<file path="config.mk">
export PLATFORM = sky130hd
export DESIGN_NAME = decode_stage_pipe
export DESIGN_NICKNAME = d
export VERILOG_FILES = /design/src/rtl/decode_stage_pipe.sv
export SDC_FILE = /design/constraint.sdc
export NUM_CORES = 1
export LEC_CHECK = 0
export CORE_ASPECT_RATIO = 1.2
export CORE_MARGIN = 2
export CORE_UTILIZATION = 44
export DETAILED_ROUTE_END_ITERATION = 8
export HOLD_SLACK_MARGIN = 0.08
export PLACE_DENSITY = 0.88
export SLEW_MARGIN = 10
export SYNTH_ARGS = -nofsm -noshare
export SYNTH_HDL_FRONTEND = slang
export SYNTH_SLANG_ARGS = --single-unit
</file>
<file path="constraint.sdc">
create_clock -name clock -period 4.8 [get_ports clock]
set_input_delay 0.72 -clock clock [delete_from_list [all_inputs] [get_ports clock]]
set_output_delay 0.72 -clock clock [all_outputs]
set_load 0.005 [all_outputs]
</file>
<file path="src/rtl/decode_stage_pipe.sv">
// rtl/decode_stage_pipe.sv - ID stage: operand/immediate decode, MEM forwarding, branch resolution,
// multi-cycle hazard stall FSM and the registered ID/EX pipeline boundary.
module decode_stage_pipe #(
   parameter int DATA_W      = 32,
   parameter int REG_AW      = 5,
   parameter int CTRL_W      = 9,
   parameter int LD_BR_STALL = 2
) (
   input  logic              clock,
   input  logic              reset_n,
   input  logic              id_valid,
   input  logic [31:0]       id_inst,
   input  logic [DATA_W-1:0] id_pc_plus_4,
   input  logic [CTRL_W-1:0] ctrl_in,
   input  logic              is_beq,
   input  logic              is_bne,
   output logic [REG_AW-1:0] rf_ra1,
   output logic [REG_AW-1:0] rf_ra2,
   input  logic [DATA_W-1:0] rf_rd1,
   input  logic [DATA_W-1:0] rf_rd2,
   input  logic              ex_mem_read,
   input  logic              ex_reg_wr,
   input  logic [REG_AW-1:0] ex_dst,
   input  logic              mem_reg_wr,
   input  logic [REG_AW-1:0] mem_dst,
   input  logic [DATA_W-1:0] mem_result,
   input  logic              flush,
   output logic              pc_write,
   output logic              ifid_write,
   output logic              ifid_flush,
   output logic              branch_taken,
   output logic [DATA_W-1:0] branch_target,
   output logic              ex_valid,
   output logic [CTRL_W-1:0] ex_ctrl,
   output logic [DATA_W-1:0] ex_data_a,
   output logic [DATA_W-1:0] ex_data_b,
   output logic [DATA_W-1:0] ex_imm,
   output logic [REG_AW-1:0] ex_rs,
   output logic [REG_AW-1:0] ex_rt,
   output logic [REG_AW-1:0] ex_rd
);

   typedef enum logic {
      ST_RUN   = 1'b0,
      ST_STALL = 1'b1
   } state_t;

   state_t            state, state_n;
   logic [1:0]        cnt, cnt_n;

   logic [REG_AW-1:0] rs, rt, rd;
   logic [DATA_W-1:0] imm;
   logic [DATA_W-1:0] shamt_ext;
   logic              is_shift;
   logic              is_branch;

   logic              fwd_a_sel, fwd_b_sel;
   logic [DATA_W-1:0] op_a, fwd_b, op_b;
   logic              operands_eq;

   logic              dst_match;
   logic              hz_br_load, hz_load_use, hz_br_alu, hazard;
   logic [1:0]        hz_bubbles;
   logic              load_bubble;

   // Field decode
   assign rs        = REG_AW'(id_inst[25:21]);
   assign rt        = REG_AW'(id_inst[20:16]);
   assign rd        = REG_AW'(id_inst[15:11]);
   assign imm       = {{(DATA_W-16){id_inst[15]}}, id_inst[15:0]};
   assign shamt_ext = {{(DATA_W-5){1'b0}}, id_inst[10:6]};
   assign is_shift  = (id_inst[31:26] == 6'd0) && (id_inst[5:0] == 6'd0);
   assign is_branch = is_beq | is_bne;

   assign branch_target = (imm << 2) + id_pc_plus_4;

   // Shifts read their source through port 1 and take operand B from shamt
   assign rf_ra1 = is_shift ? rt : rs;
   assign rf_ra2 = is_shift ? '0 : rt;

   assign fwd_a_sel   = mem_reg_wr && (mem_dst != '0) && (mem_dst == rf_ra1);
   assign fwd_b_sel   = mem_reg_wr && (mem_dst != '0) && (mem_dst == rf_ra2);
   assign op_a        = fwd_a_sel ? mem_result : rf_rd1;
   assign fwd_b       = fwd_b_sel ? mem_result : rf_rd2;
   assign op_b        = is_shift ? shamt_ext : fwd_b;
   assign operands_eq = (op_a == op_b);

   // Hazard classification; branch-on-load outranks plain load-use
   assign dst_match   = (ex_dst != '0) && ((ex_dst == rf_ra1) || (ex_dst == rf_ra2));
   assign hz_br_load  = id_valid && is_branch && ex_mem_read && dst_match;
   assign hz_load_use = id_valid && ex_mem_read && dst_match && !hz_br_load;
   assign hz_br_alu   = id_valid && is_branch && ex_reg_wr && !ex_mem_read && dst_match;
   assign hazard      = hz_br_load | hz_load_use | hz_br_alu;
   assign hz_bubbles  = hz_br_load ? 2'(LD_BR_STALL) : 2'd1;

   always_ff @(posedge clock or negedge reset_n) begin
      if (!reset_n) begin
         state <= ST_RUN;
         cnt   <= 2'd0;
      end else begin
         state <= state_n;
         cnt   <= cnt_n;
      end
   end

   always_comb begin
      state_n      = state;
      cnt_n        = cnt;
      pc_write     = 1'b1;
      ifid_write   = 1'b1;
      ifid_flush   = 1'b0;
      branch_taken = 1'b0;
      load_bubble  = 1'b0;
      if (flush) begin
         state_n     = ST_RUN;
         cnt_n       = 2'd0;
         ifid_flush  = 1'b1;
         load_bubble = 1'b1;
      end else begin
         case (state)
            ST_RUN: begin
               if (hazard) begin
                  pc_write    = 1'b0;
                  ifid_write  = 1'b0;
                  load_bubble = 1'b1;
                  if (hz_bubbles > 2'd1) begin
                     state_n = ST_STALL;
                     cnt_n   = hz_bubbles - 2'd1;
                  end
               end else if (id_valid) begin
                  branch_taken = (is_beq & operands_eq) | (is_bne & ~operands_eq);
                  ifid_flush   = branch_taken;
               end
            end
            ST_STALL: begin
               pc_write    = 1'b0;
               ifid_write  = 1'b0;
               load_bubble = 1'b1;
               if (cnt <= 2'd1) begin
                  state_n = ST_RUN;
                  cnt_n   = 2'd0;
               end else begin
                  cnt_n = cnt - 2'd1;
               end
            end
            default: begin
               state_n = ST_RUN;
               cnt_n   = 2'd0;
            end
         endcase
      end
   end

   // Bubbles clear valid/control only; data fields keep their last value
   always_ff @(posedge clock or negedge reset_n) begin
      if (!reset_n) begin
         ex_valid  <= 1'b0;
         ex_ctrl   <= '0;
         ex_data_a <= '0;
         ex_data_b <= '0;
         ex_imm    <= '0;
         ex_rs     <= '0;
         ex_rt     <= '0;
         ex_rd     <= '0;
      end else if (load_bubble) begin
         ex_valid <= 1'b0;
         ex_ctrl  <= '0;
      end else begin
         ex_valid  <= id_valid;
         ex_ctrl   <= ctrl_in;
         ex_data_a <= op_a;
         ex_data_b <= op_b;
         ex_imm    <= imm;
         ex_rs     <= rs;
         ex_rt     <= rt;
         ex_rd     <= rd;
      end
   end

endmodule

</file>
======== Yosys cells after proc, flatten, opt, wreduce, memory -nomap -nowiden ========
Index checks and enable logic that the tools add are counted.
word-level totals
  logic and storage cells ................. 81
  bits in registers ....................... 108
cells by class
  reductions and logical operators ........ 22
  muxes and demuxes ....................... 29
  magnitude comparators ................... 2
  add/subtract/negate cells ............... 3
  bitwise operators ....................... 8
  equality and inequality tests ........... 7
operators by type and width
  kind                                                                              number
  32-bit two-way mux                                                                3
  32-bit adder                                                                      1
  32-bit == test                                                                    1
  5-bit == test                                                                     4
  1-bit logical AND                                                                 14
  1-bit two-way mux                                                                 14
  6-bit zero test                                                                   2
  2-bit two-way mux                                                                 5
  5-bit two-way mux                                                                 2
  5-bit nonzero test                                                                2
  9-bit two-way mux                                                                 1
  3-bit inequality test, second input constant                                      2
  1-bit one-hot mux with 2 select lines                                             3
  1-bit bitwise OR                                                                  4
  2-bit one-hot mux with 2 select lines                                             1
  2-bit by 1-bit subtractor with 2-bit output, second input constant                2
  1-bit AND                                                                         2
  2-bit by 1-bit > comparator with 1-bit output, second input constant              1
  2-bit by 1-bit less-or-equal comparator with 1-bit output, second input constant  1
  1-bit zero test                                                                   2
  1-bit NOT                                                                         2
  2-bit AND reduction                                                               1
  1-bit logical OR                                                                  1

======== Depth between registers and ports, before layout ========
  depth in word-level cells ............... 15
  depth in mapped cells ................... 16

======== Worst setup path before layout ========
No wires, ideal clock.
  kind .................................... input -> output
  start ................................... input id_inst[29]
  end ..................................... output ifid_flush
  data required time ...................... 4080 ps
  setup slack ............................. 537 ps
  arrival time ............................ 3543 ps
  stages on the path ...................... 13
  cell sequence ........................... nor4_2 > and3_1 > buf_2 > buf_6 > o32ai_1 > and3_2 > buf_2 > a221oi_1 > xor2_1 > a2111o_1 > or4_4 > o211ai_2 > nand3b_1
on the way
  longest elaborated chain between the ends .. 15
RTL lines
  what                 RTL line  source
  start, declared      12        input logic [31:0] id_inst,
  6-bit zero test *    72        assign is_shift = (id_inst[31:26] == 6'd0) && (id_inst[5:0] == 6'd0);
  1-bit logical AND *  72
  5-bit two-way mux    79        assign rf_ra2 = is_shift ? '0 : rt;
  5-bit == test        82        assign fwd_b_sel = mem_reg_wr && (mem_dst != '0) && (mem_dst == rf_ra2);
  1-bit logical AND    82
  32-bit two-way mux   84        assign fwd_b = fwd_b_sel ? mem_result : rf_rd2;
  32-bit two-way mux   85        assign op_b = is_shift ? shamt_ext : fwd_b;
  32-bit == test       86        assign operands_eq = (op_a == op_b);
  1-bit NOT            131       branch_taken = (is_beq & operands_eq) | (is_bne & ~operands_eq);
  1-bit AND            131
  1-bit bitwise OR     131
  1-bit two-way mux    130       end else if (id_valid) begin
  1-bit two-way mux *  122       if (hazard) begin
  1-bit two-way mux *  120       case (state)
  1-bit two-way mux *  114       if (flush) begin
  end, declared        30        output logic ifid_flush,
Mark *: on every way between the ends. The rest lies on a longest branch, timed or not.

======== Final worst setup path ========
  start ................................... input id_inst[22]
  end ..................................... output ifid_flush
on the way
  longest elaborated chain between the ends .. 12
RTL lines
  what                                                            RTL line  source
  5-bit two-way mux *                                             78        assign rf_ra1 = is_shift ? rt : rs;
  5-bit == test (on tied branches)                                81, 89
  1-bit logical AND / 1-bit logical OR (equally long branches)    81, 89
  32-bit two-way mux / 1-bit logical AND (equally long branches)  83, 89
  32-bit == test / 1-bit logical AND (equally long branches)      86, 90
  1-bit NOT / 1-bit zero test (equally long branches)             131, 91
  1-bit AND / 1-bit logical AND (equally long branches)           131, 91
  1-bit bitwise OR (on tied branches)                             131, 93
  1-bit two-way mux / 1-bit bitwise OR (equally long branches)    130, 93
  1-bit two-way mux *                                             122
  1-bit two-way mux *                                             120
  1-bit two-way mux *                                             114
Marks and branches as above.

==> impl_metrics.yaml <==
status:
  outcome: "finished with violations"
  violations: "negative setup slack"
sta:
  clock_skew_ns: 0.0142
  rsz0062_at_grt: "yes"
  slew_viol_final: 0
  clock.fmax_ghz: 0.207
  relSlewSlack_pct: 38.9
  fin_tns_setup_ns: -0.0265
  tightest_slew_ns: 0.916
  fin_ws_ns: -0.0265
  hold_violations: 0
  period_share_pct: 101
  period_needed_ns: 4.83
  setup_violations: 1
synth:
  syn_area_per_cell_sq_um: 7.88
  synth.yosys.warnings: 0
  synthCells: 1073
  synth_edf_count: 0
  synth_flop_cell: "dfrtp_1"
  ys_types: 72
  synthesis.nets: 1291
  synth-seq-cells: 103
  async_flop_share_pct: 100
  yosysSeqAreaShare_pct: 30.5
  synth.cell_area_sq_um: 8460
layout:
  syn2layout_area_growth_pct: 68.1
  drive_gt1_share_pct: 18.7
  final_nets: 1730
routing:
  drt-vias-per-instance: 6.02
  vias: 10700
  first_pass_iters: 5
  ant_nets: 0
  drc: 0
  drt_iter0_markers: 1086
  routed_wl_microns: 37200
  wire_per_inst_microns: 20.9
worst_setup_path:
  cp.required_ns: 4.08
  ff2ff_path_depth: 6
  cp_max_fo: 14
  arrival_ns: 4.11
  cp-start-kind: "primary input"
  criticalPathCategory: "in -> out"
  end_kind: "primary output"
placement:
  dp_slack_ns: -0.881
  io_buffers: 350
  place.gp.congestion: 0.936
  dp_hpwl_microns: 25900
floorplanning:
  die_area_sq_um: 20400
  die_h_microns: 156
  start_util_pct: 44.9
  num_rows: 55
  die_w_microns: 131
  io_pins: 355
  coreArea_sq_um: 18900
clocking:
  clock-sinks: 103
  cts_tree: "yes"
  cts_buffer_depth: 2
  hold_buffers: 0
  cts_buffers: 9
  cts.clk_slew.worst_paths_ns: 0.09
  clk_latency_ns: 0.38
  htreeDepth: 3
  cts_root_buffer: "clkbuf_16"
grt:
  grt_util_all_layers_pct: 34.3
  grt_max_degree: 76
  grt_pass1_vias: 10300
  grt_overflow: 0
  grt_pass1_wl_microns: 54400
  antenna_found_initial: 3
hold_path:
  min_path_type: "in -> async"
job:
  max_cap_violations: 0
power_and_ir_drop:
  power_density_nw_per_um2: 218
  ir_worst_vdd_mv: 0.191
  leakage_nw: 6.19
==> stage by stage <==
| stage | util [%] | power (W) | hold WS [ns] | instance area [sq um] | std cells |
|---|---|---|---|---|---|
| final | 75.4 | 0.00310 | 0.446 | 14200 | 1775 |
| after floorplan | - | 0.00147 | 0.424 | 8460 | 1073 |
| after detailed placement | 68.7 | 0.00221 | 0.465 | 13000 | 1710 |
| after global placement | 68.7 | 0.00218 | 0.459 | 13000 | 1710 |
| after CTS | 73.6 | 0.00306 | 0.486 | 13900 | 1752 |
| after global routing | 75.4 | 0.00324 | 0.512 | 14200 | 1773 |
==> logic make-up (layout without fill, tap and decap cells) <==
group	count (synthesis)	count (layout)	synth area share [%]
AOI/OAI and AO/OA	337	337	28.3
buffers and inverters	114	558	6.46
xor gates and xnor gates	43	43	4.45
adders and majority gates	30	30	4.53
other	0	2	0
muxes	33	33	3.93
DFF	103	103	30.5
and+or+nand+nor	413	413	21.9
==> metal layers <==
| layer | routed length (microns) | global-route usage [%] | up-vias |
|---|---|---|---|
| met5 | 15 | 0 | - |
| met4 | 2490 | 18.0 | 2 |
| met3 | 3870 | 10.2 | 179 |
| met2 | 17800 | 59.4 | 701 |
| met1 | 13000 | 37.4 | 4989 |
| li1 | - | - | 4809 |
==> sequential cells by signal, indices dropped and copies added (netlist names) <==
register,count
ex_data_a,32
ex_rt,5
ex_data_b,32
ex_valid,1
ex_rs,5
cnt,2
ex_imm,16
state,1
ex_ctrl,9
==> area by class of cell <==
cell class	instances	area (sq um)
Sequential cell	103	2580
Clock inverter	7	104
Fill cell	1323	4640
Antenna cell	2	5.00
Multi-Input combinational cell	856	5840
Tap cell	256	320
Inverter	18	67.6
Timing Repair Buffer	524	5080
Clock buffer	9	225
==> synth_stat cells, drive strengths merged, types with 7 or more instances <==
cell type,count,area [sq um]
a221oi,8,70.1
a21oi,65,325
nor3,19,106
o31ai,27,203
nand2b,7,43.8
nor2b,7,43.8
a21o,11,82.6
xnor2,37,324
o31a,12,105
clkbuf,43,163
mux2i,31,310
o221ai,8,70.1
buf,53,317
a211oi,15,113
a211o,9,78.8
nor2,94,360
nand2,200,751
inv,18,67.6
o22a,13,114
a31oi,44,275
a221o,14,140
and3,8,51.3
dfrtp,103,2580
o21ai,41,205
and2,15,93.8
ha,29,363
nor4,9,81.3
nand3,35,175
o311a,8,80.1
==> path summary, 6_finish.rpt <==
kind	startpoint	slack (ns)	endpoint
worst max-delay path	id_inst[22]	-0.03	ifid_flush
worst min-delay path	reset_n	0.45	ex_ctrl[1]
worst max register to register	state	2.66	ex_data_a[24]
worst min register to register	ex_data_b[20]	0.48	ex_data_b[20]
max in group asynchronous	reset_n	3.23	ex_imm[14]
min in group clock	ex_data_b[20]	0.48	ex_data_b[20]
==> cells in the final DEF, fill, tap and decap left out, types with 6 or more instances in the layout <==
master and instances:
a211o_1 9, a211oi_1 12, a21o_1 11, a21oi_1 63, a221o_1 14, a221oi_1 6, a22o_1 6, a31oi_1 40
and2_1 15, buf_12 14, buf_4 140, buf_6 17, clkbuf_16 9, clkbuf_2 13, clkdlybuf4s50_1 312, dfrtp_1 103
dlygate4sd2_1 7, dlymetal6s2s_1 12, ha_1 29, inv_1 17, mux2i_1 27, nand2_1 199, nand3_1 29, nand4_1 6
nor2_1 93, nor3_1 17, nor4_4 6, o21ai_0 32, o221ai_1 6, o22a_1 13, o311a_1 8, o31a_1 12
o31ai_1 24, xnor2_1 35
==> critical path: stages <==
cell and delay, ns:
clkdlybuf4s50_1 0.55, xnor2_1 0.14, nand3_1 0.17, nor4_4 0.40, nor2_4 0.12, buf_4 0.17, buf_12 0.13, buf_6 0.15
a211o_1 0.26, nand3_1 0.08, nand4_1 0.20, or4_4 0.56, o211ai_2 0.17, nand3b_1 0.13, buf_2 0.15
==> what timing repair did <==
item                       4_1_cts  5_1_grt
pin swaps                       43       46
setup endpoints to repair       17       18
buffers inserted                23       24
cloned                           4        1
gates resized for setup        105       83
==> report_power, final <==
group | leakage [nW] | switching [W] | internal, W
clock network | 0.158 | 0.000432 | 0.000388
registers | 1.23 | 0.0000579 | 0.000957
logic | 4.79 | 0.000560 | 0.000708
total | 6.19 | 0.00105 | 0.00205
Power figures use the tool's default switching activity.
